File: src/rtl/udp_tx_pkg.sv
// Shared types and constants for the UDP TX FIFO arbiter.
package udp_tx_pkg;

  localparam int unsigned STATUS_W        = 96;
  localparam int unsigned LEN_W           = 16;
  localparam int unsigned DEFAULT_MAX_LEN = 1472;

  typedef enum logic [2:0] {
    StIdle,
    StGrant,
    StWaitSt,
    StData,
    StStatus,
    StDone
  } state_e;

endpackage

File: src/rtl/rr_priority_picker.sv
// Cyclic first-one selector: returns the first asserted request at or after the pointer,
// wrapping around; purely combinational.
module rr_priority_picker #(
  parameter int unsigned N    = 2,
  parameter int unsigned IdxW = (N > 1) ? $clog2(N) : 1
) (
  input  logic [N-1:0]    req_i,
  input  logic [IdxW-1:0] ptr_i,
  output logic [IdxW-1:0] idx_o,
  output logic            valid_o
);

  logic [IdxW-1:0] cand [N];

  for (genvar g = 0; g < N; g++) begin : g_cand
    assign cand[g] = IdxW'((32'(ptr_i) + 32'(g)) % N);
  end

  // Walk from the farthest candidate back to the pointer so the closest one wins.
  always_comb begin
    idx_o   = '0;
    valid_o = 1'b0;
    for (int k = int'(N) - 1; k >= 0; k--) begin
      if (req_i[cand[k]]) begin
        idx_o   = cand[k];
        valid_o = 1'b1;
      end
    end
  end

endmodule

File: src/rtl/udp_tx_arbiter.sv
// Packet-atomic round-robin arbiter sharing one UDP TX data/status FIFO pair between
// N_SRC packet sources; a status word always follows exactly its own payload.
module udp_tx_arbiter
  import udp_tx_pkg::*;
#(
  parameter int unsigned N_SRC   = 2,
  parameter int unsigned MAX_LEN = DEFAULT_MAX_LEN
) (
  input  logic                        clk,
  input  logic                        reset,
  input  logic [N_SRC-1:0]            src_req,
  input  logic [LEN_W*N_SRC-1:0]      src_len,
  input  logic [STATUS_W*N_SRC-1:0]   src_status,
  input  logic [8*N_SRC-1:0]          src_data,
  output logic [N_SRC-1:0]            src_grant,
  output logic [N_SRC-1:0]            src_rd,
  output logic [N_SRC-1:0]            src_done,
  output logic [N_SRC-1:0]            src_err,
  output logic [7:0]                  tx_fifo_data,
  output logic                        tx_fifo_data_write,
  input  logic                        tx_fifo_data_full,
  output logic [STATUS_W-1:0]         tx_fifo_status,
  output logic                        tx_fifo_status_write,
  input  logic                        tx_fifo_status_full,
  output logic                        busy,
  output logic [31:0]                 pkt_count,
  output logic [15:0]                 err_count
);

  localparam int unsigned IdxW = (N_SRC > 1) ? $clog2(N_SRC) : 1;

  state_e              state_q, state_d;
  logic [IdxW-1:0]     idx_q, idx_d;
  logic [IdxW-1:0]     rr_ptr_q, rr_ptr_d;
  logic [LEN_W-1:0]    len_q, len_d;
  logic [LEN_W-1:0]    cnt_q, cnt_d;
  logic [STATUS_W-1:0] status_q, status_d;
  logic [31:0]         pkt_count_q, pkt_count_d;
  logic [15:0]         err_count_q, err_count_d;

  logic [LEN_W-1:0]    len_arr    [N_SRC];
  logic [STATUS_W-1:0] status_arr [N_SRC];
  logic [7:0]          data_arr   [N_SRC];

  logic [IdxW-1:0]     pick_idx;
  logic                pick_valid;
  logic                len_bad;

  for (genvar g = 0; g < N_SRC; g++) begin : g_unpack
    assign len_arr[g]    = src_len[g*LEN_W +: LEN_W];
    assign status_arr[g] = src_status[g*STATUS_W +: STATUS_W];
    assign data_arr[g]   = src_data[g*8 +: 8];
  end

  rr_priority_picker #(
    .N    (N_SRC),
    .IdxW (IdxW)
  ) u_picker (
    .req_i   (src_req),
    .ptr_i   (rr_ptr_q),
    .idx_o   (pick_idx),
    .valid_o (pick_valid)
  );

  assign len_bad = (len_q == '0) || (len_q > LEN_W'(MAX_LEN));

  always_ff @(posedge clk) begin
    if (reset) begin
      state_q     <= StIdle;
      idx_q       <= '0;
      rr_ptr_q    <= '0;
      len_q       <= '0;
      cnt_q       <= '0;
      status_q    <= '0;
      pkt_count_q <= '0;
      err_count_q <= '0;
    end else begin
      state_q     <= state_d;
      idx_q       <= idx_d;
      rr_ptr_q    <= rr_ptr_d;
      len_q       <= len_d;
      cnt_q       <= cnt_d;
      status_q    <= status_d;
      pkt_count_q <= pkt_count_d;
      err_count_q <= err_count_d;
    end
  end

  always_comb begin
    state_d     = state_q;
    idx_d       = idx_q;
    rr_ptr_d    = rr_ptr_q;
    len_d       = len_q;
    cnt_d       = cnt_q;
    status_d    = status_q;
    pkt_count_d = pkt_count_q;
    err_count_d = err_count_q;
    case (state_q)
      StIdle: begin
        if (pick_valid) begin
          idx_d    = pick_idx;
          len_d    = len_arr[pick_idx];
          status_d = status_arr[pick_idx];
          state_d  = StGrant;
        end
      end
      StGrant: begin
        if (len_bad) begin
          if (err_count_q != 16'hFFFF) err_count_d = err_count_q + 16'd1;
          state_d = StDone;
        end else begin
          state_d = StWaitSt;
        end
      end
      // Reserve a status slot before committing any payload byte.
      StWaitSt: begin
        if (!tx_fifo_status_full) begin
          cnt_d   = len_q;
          state_d = StData;
        end
      end
      StData: begin
        if (!tx_fifo_data_full) begin
          cnt_d = cnt_q - LEN_W'(1);
          if (cnt_q == LEN_W'(1)) state_d = StStatus;
        end
      end
      StStatus: begin
        pkt_count_d = pkt_count_q + 32'd1;
        state_d     = StDone;
      end
      StDone: begin
        rr_ptr_d = (idx_q == IdxW'(N_SRC - 1)) ? '0 : idx_q + IdxW'(1);
        state_d  = StIdle;
      end
      default: state_d = StIdle;
    endcase
  end

  always_comb begin
    src_grant            = '0;
    src_rd               = '0;
    src_done             = '0;
    src_err              = '0;
    tx_fifo_data         = '0;
    tx_fifo_data_write   = 1'b0;
    tx_fifo_status       = '0;
    tx_fifo_status_write = 1'b0;
    busy                 = (state_q != StIdle);
    case (state_q)
      StGrant: begin
        src_grant[idx_q] = 1'b1;
        if (len_bad) begin
          src_done[idx_q] = 1'b1;
          src_err[idx_q]  = 1'b1;
        end
      end
      StWaitSt: src_grant[idx_q] = 1'b1;
      StData: begin
        src_grant[idx_q]   = 1'b1;
        tx_fifo_data       = data_arr[idx_q];
        tx_fifo_data_write = ~tx_fifo_data_full;
        src_rd[idx_q]      = ~tx_fifo_data_full;
      end
      StStatus: begin
        src_grant[idx_q]     = 1'b1;
        tx_fifo_status       = status_q;
        tx_fifo_status_write = 1'b1;
        src_done[idx_q]      = 1'b1;
      end
      default: ;
    endcase
  end

  assign pkt_count = pkt_count_q;
  assign err_count = err_count_q;

endmodule

File: config.mk
export PLATFORM = sky130hd
export DESIGN_NAME = udp_tx_arbiter
export DESIGN_NICKNAME = d
export VERILOG_FILES = /design/src/rtl/udp_tx_pkg.sv /design/src/rtl/rr_priority_picker.sv /design/src/rtl/udp_tx_arbiter.sv
export SDC_FILE = /design/constraint.sdc
export NUM_CORES = 1
export LEC_CHECK = 0
export ABC_CLOCK_PERIOD_IN_PS = 2160
export CORE_MARGIN = 5
export CORE_UTILIZATION = 39
export DETAILED_ROUTE_END_ITERATION = 8
export GPL_TIMING_DRIVEN = 0
export PLACE_DENSITY = 0.8
export SLEW_MARGIN = 40
export SYNTH_ARGS = -nofsm -noshare
export SYNTH_HDL_FRONTEND = slang
export SYNTH_SLANG_ARGS = --single-unit
File: constraint.sdc
create_clock -name clk -period 2.16 [get_ports clk]
set_clock_uncertainty 0.15 [all_clocks]
set_input_delay 0.216 -clock clk [delete_from_list [all_inputs] [get_ports clk]]
set_output_delay 0.216 -clock clk [all_outputs]
set_load 0.05 [all_outputs]
==> results_dict.tcl <==
set metrics [dict create \
    syn-cell-area_um2 9400 \
    end_kind "output pin" \
    ant_nets 0 \
    async_flop_share_pct 0 \
    setup_tns_ns -2.84 \
    dr.pass1.iters 5 \
    syn_nets 1342 \
    placed_cell_area_um2 14000 \
    core_um2 23600 \
    clockPowerShare_pct 17.1 \
    ys_types 68 \
    violations "setup timing" \
    ys_ff_latch 181 \
    status "finished, violations left" \
    rows 56 \
    layout-drive-gt1-share_pct 28.9 \
    htreeDepth 4 \
    drtIter0Drc 579 \
    internal-power_uw 10100 \
    synth_edf_count 0 \
    fmax_ghz 0.408 \
    grt-ovfl-total 0 \
    cp-start-kind "register" \
    initial_utilization_pct 39.8 \
    post_drt_wl_per_cell_um 20.4 \
    track_usage_pct 26.3 \
    slew_violations 0 \
    gp_congestion 0.924 \
    cp.required_ns 1.79 \
    final_cell_mix "clkdlybuf4s50_1, nor2_1, dfxtp_1" \
    n_antenna_cell 0 \
    antenna_found_initial 0 \
    postSynthCellCount 1092 \
    hpwlAfterDp_mm 27.9 \
    clock-sinks 181 \
    critPathKind "register to output pin" \
    combPwrFrac_pct 53.8 \
    hold_ws_ns 0.271 \
    drc_errors 0 \
    yosys_warnings 0 \
    ios 409 \
    grt_pass1_vias 10100 \
    synth_flop_cell "dfxtp_1" \
    relSlewSlack_pct 48.4 \
    switchingPower_uw 7460 \
    cp_max_fo 5 \
    setup_slack_ns -0.294 \
    ir_worst_vdd_uv 569 \
    switching_share_pct 42.4 \
    cap_violations 0 \
    cts_tree "done" \
    via_per_inst 5.45 \
    seq_power_share_pct 29.1 \
    p_leak_uw 0.00677 \
    wl_mm 38.3 \
    cts.clk_slew.worst_paths_ns 0.07 \
    rsz0062_at_grt "true" \
    die_h_um 165 \
    fin_area_um2 16300 \
    period_share_pct 114 \
    nets 1801 \
    area_growth_pct 73.7 \
    die_area_um2 27300 \
    hold_viol 0 \
    cts_made_buffers 17 \
    arrival_ns 2.09 \
    p_per_area_nw_per_um2 1080 \
    vias 10300 \
    synth.yosys.seq_area_share_pct 38.5 \
    die_w_um 165 \
    fillCellCount 1808 \
    cts_root_buffer "clkbuf_16" \
    clk_latency_ns 0.43 \
    grt_pass1_wl_mm 55.5 \
    ctsLongestPathBuffers 2 \
    post-route-min-period_ns 2.45 \
    setup_violations 44 \
    hold_class "input port to register" \
    grt_max_degree 18 \
    layout_commonest_cell "clkdlybuf4s50_1" \
    portBuffers 407 \
    syn_avg_cell_area_um2 8.61 \
    worst_pin_slew_ns 0.775 \
]
cells in the mapped netlist, drive strengths merged (12+ instances only):
cell | n | area share (%)
nand2 | 30 | 1.2
inv | 16 | 0.64
or4 | 12 | 1.0
nor4 | 19 | 1.6
a21oi | 36 | 1.9
dfxtp | 181 | 39
a211oi | 115 | 9.2
nor3 | 18 | 0.96
and2 | 98 | 6.5
mux2i | 121 | 13
xnor2 | 21 | 2.0
clkbuf | 48 | 1.9
nand3 | 18 | 1.0
o31ai | 13 | 1.1
o21ai | 21 | 1.2
nor2 | 185 | 7.5
nand4 | 14 | 1.2
buf | 43 | 2.6
path summary, 6_finish.rpt:
kind | from | to | cells after the start | slack, ns
max reg2reg | len_q[0]$_SDFFE_PP0P_ | err_count[4]$_SDFFE_PP0P_ | 7 | -0.13
min reg2reg | cnt_q[1]$_SDFFE_PP0P_ | cnt_q[1]$_SDFFE_PP0P_ | 2 | 0.34
min | src_status[163] | status_q[67]$_SDFFE_PP0P_ | 3 | 0.27
max | len_q[0]$_SDFFE_PP0P_ | src_err[0] | 7 | -0.29
sequential cells by signal, indices dropped and copies added, names as in the netlist:
register and count:
status_q 96, pkt_count 32, cnt_q 16, err_count 16, len_q 16, state_q 3, idx_q 1, rr_ptr_q 1
critical path, stage by stage, from the launching register on:
cell	delay (ns)
dfxtp_2	0.34
nor4_4	0.33
and4b_2	0.31
o31ai_4	0.09
buf_6	0.14
buf_8	0.13
nor2_1	0.10
buf_4	0.21
final cells by class:
type                            count  area (um^2)  area share [%]
Multi-Input combinational cell    804         5890            36.1
Clock buffer                       20          447            2.74
Clock inverter                     12          114           0.697
Tap cell                          319          399            2.44
Buffer                             87          664            4.07
Timing Repair Buffer              444         5070            31.1
Sequential cell                   181         3670            22.5
Inverter                           16         75.1           0.460
through the flow:
step | utilization [%] | std cells | worst slack (ns) | total power (uW)
global placement | 59.2 | 1818 | -1.18 | 12400
global route | 69.2 | 1883 | -0.338 | 18500
finish | 69.2 | 1883 | -0.294 | 17600
floorplan | - | 1092 | -0.225 | 10000
detailed placement | 59.3 | 1818 | -1.13 | 12500
CTS | 67.5 | 1872 | -0.288 | 17100
layer usage:
metal  vias to the layer above  routed length, um  global-route usage [%]
li1                       4834                  -                       -
met1                      4836              13900                    29.7
met2                       501              19800                    46.9
met3                        86               3050                    6.13
met4                         0               1600                    11.8
met5                         -                  0                       0
cell families (layout without fill, tap and decap cells):
| group | after synthesis | after routing | share of synthesized area [%] |
|---|---|---|---|
| XOR/XNOR | 26 | 26 | 2.42 |
| buffers and inverters | 107 | 579 | 5.12 |
| AND/OR/NAND/NOR | 435 | 435 | 24.3 |
| flip-flops | 181 | 181 | 38.5 |
| AO/OA/AOI/OAI | 216 | 216 | 16.0 |
| adder cells (fa/ha/maj) | 4 | 4 | 0.532 |
| multiplexers | 123 | 123 | 13.1 |
power groups by stage:
stage / sequential, uW / clock, uW / combinational, uW
5_1_grt: 5220 / 3200 / 10100
3_3_place_gp: 4980 / 0 / 7400
2_1_floorplan: 4900 / 0 / 5110
3_5_place_dp: 5020 / 0 / 7510
6_report: 5110 / 3010 / 9460
4_1_cts: 5040 / 3040 / 9000
repair_timing:
action                     in CTS  in global routing
resized for setup            1084                103
pin swaps                      29                 68
hold buffers                    0                  0
setup buffers                  13                 11
gates cloned                   11                  2
setup endpoints to repair     245                253
Power figures use the tool's default switching activity.
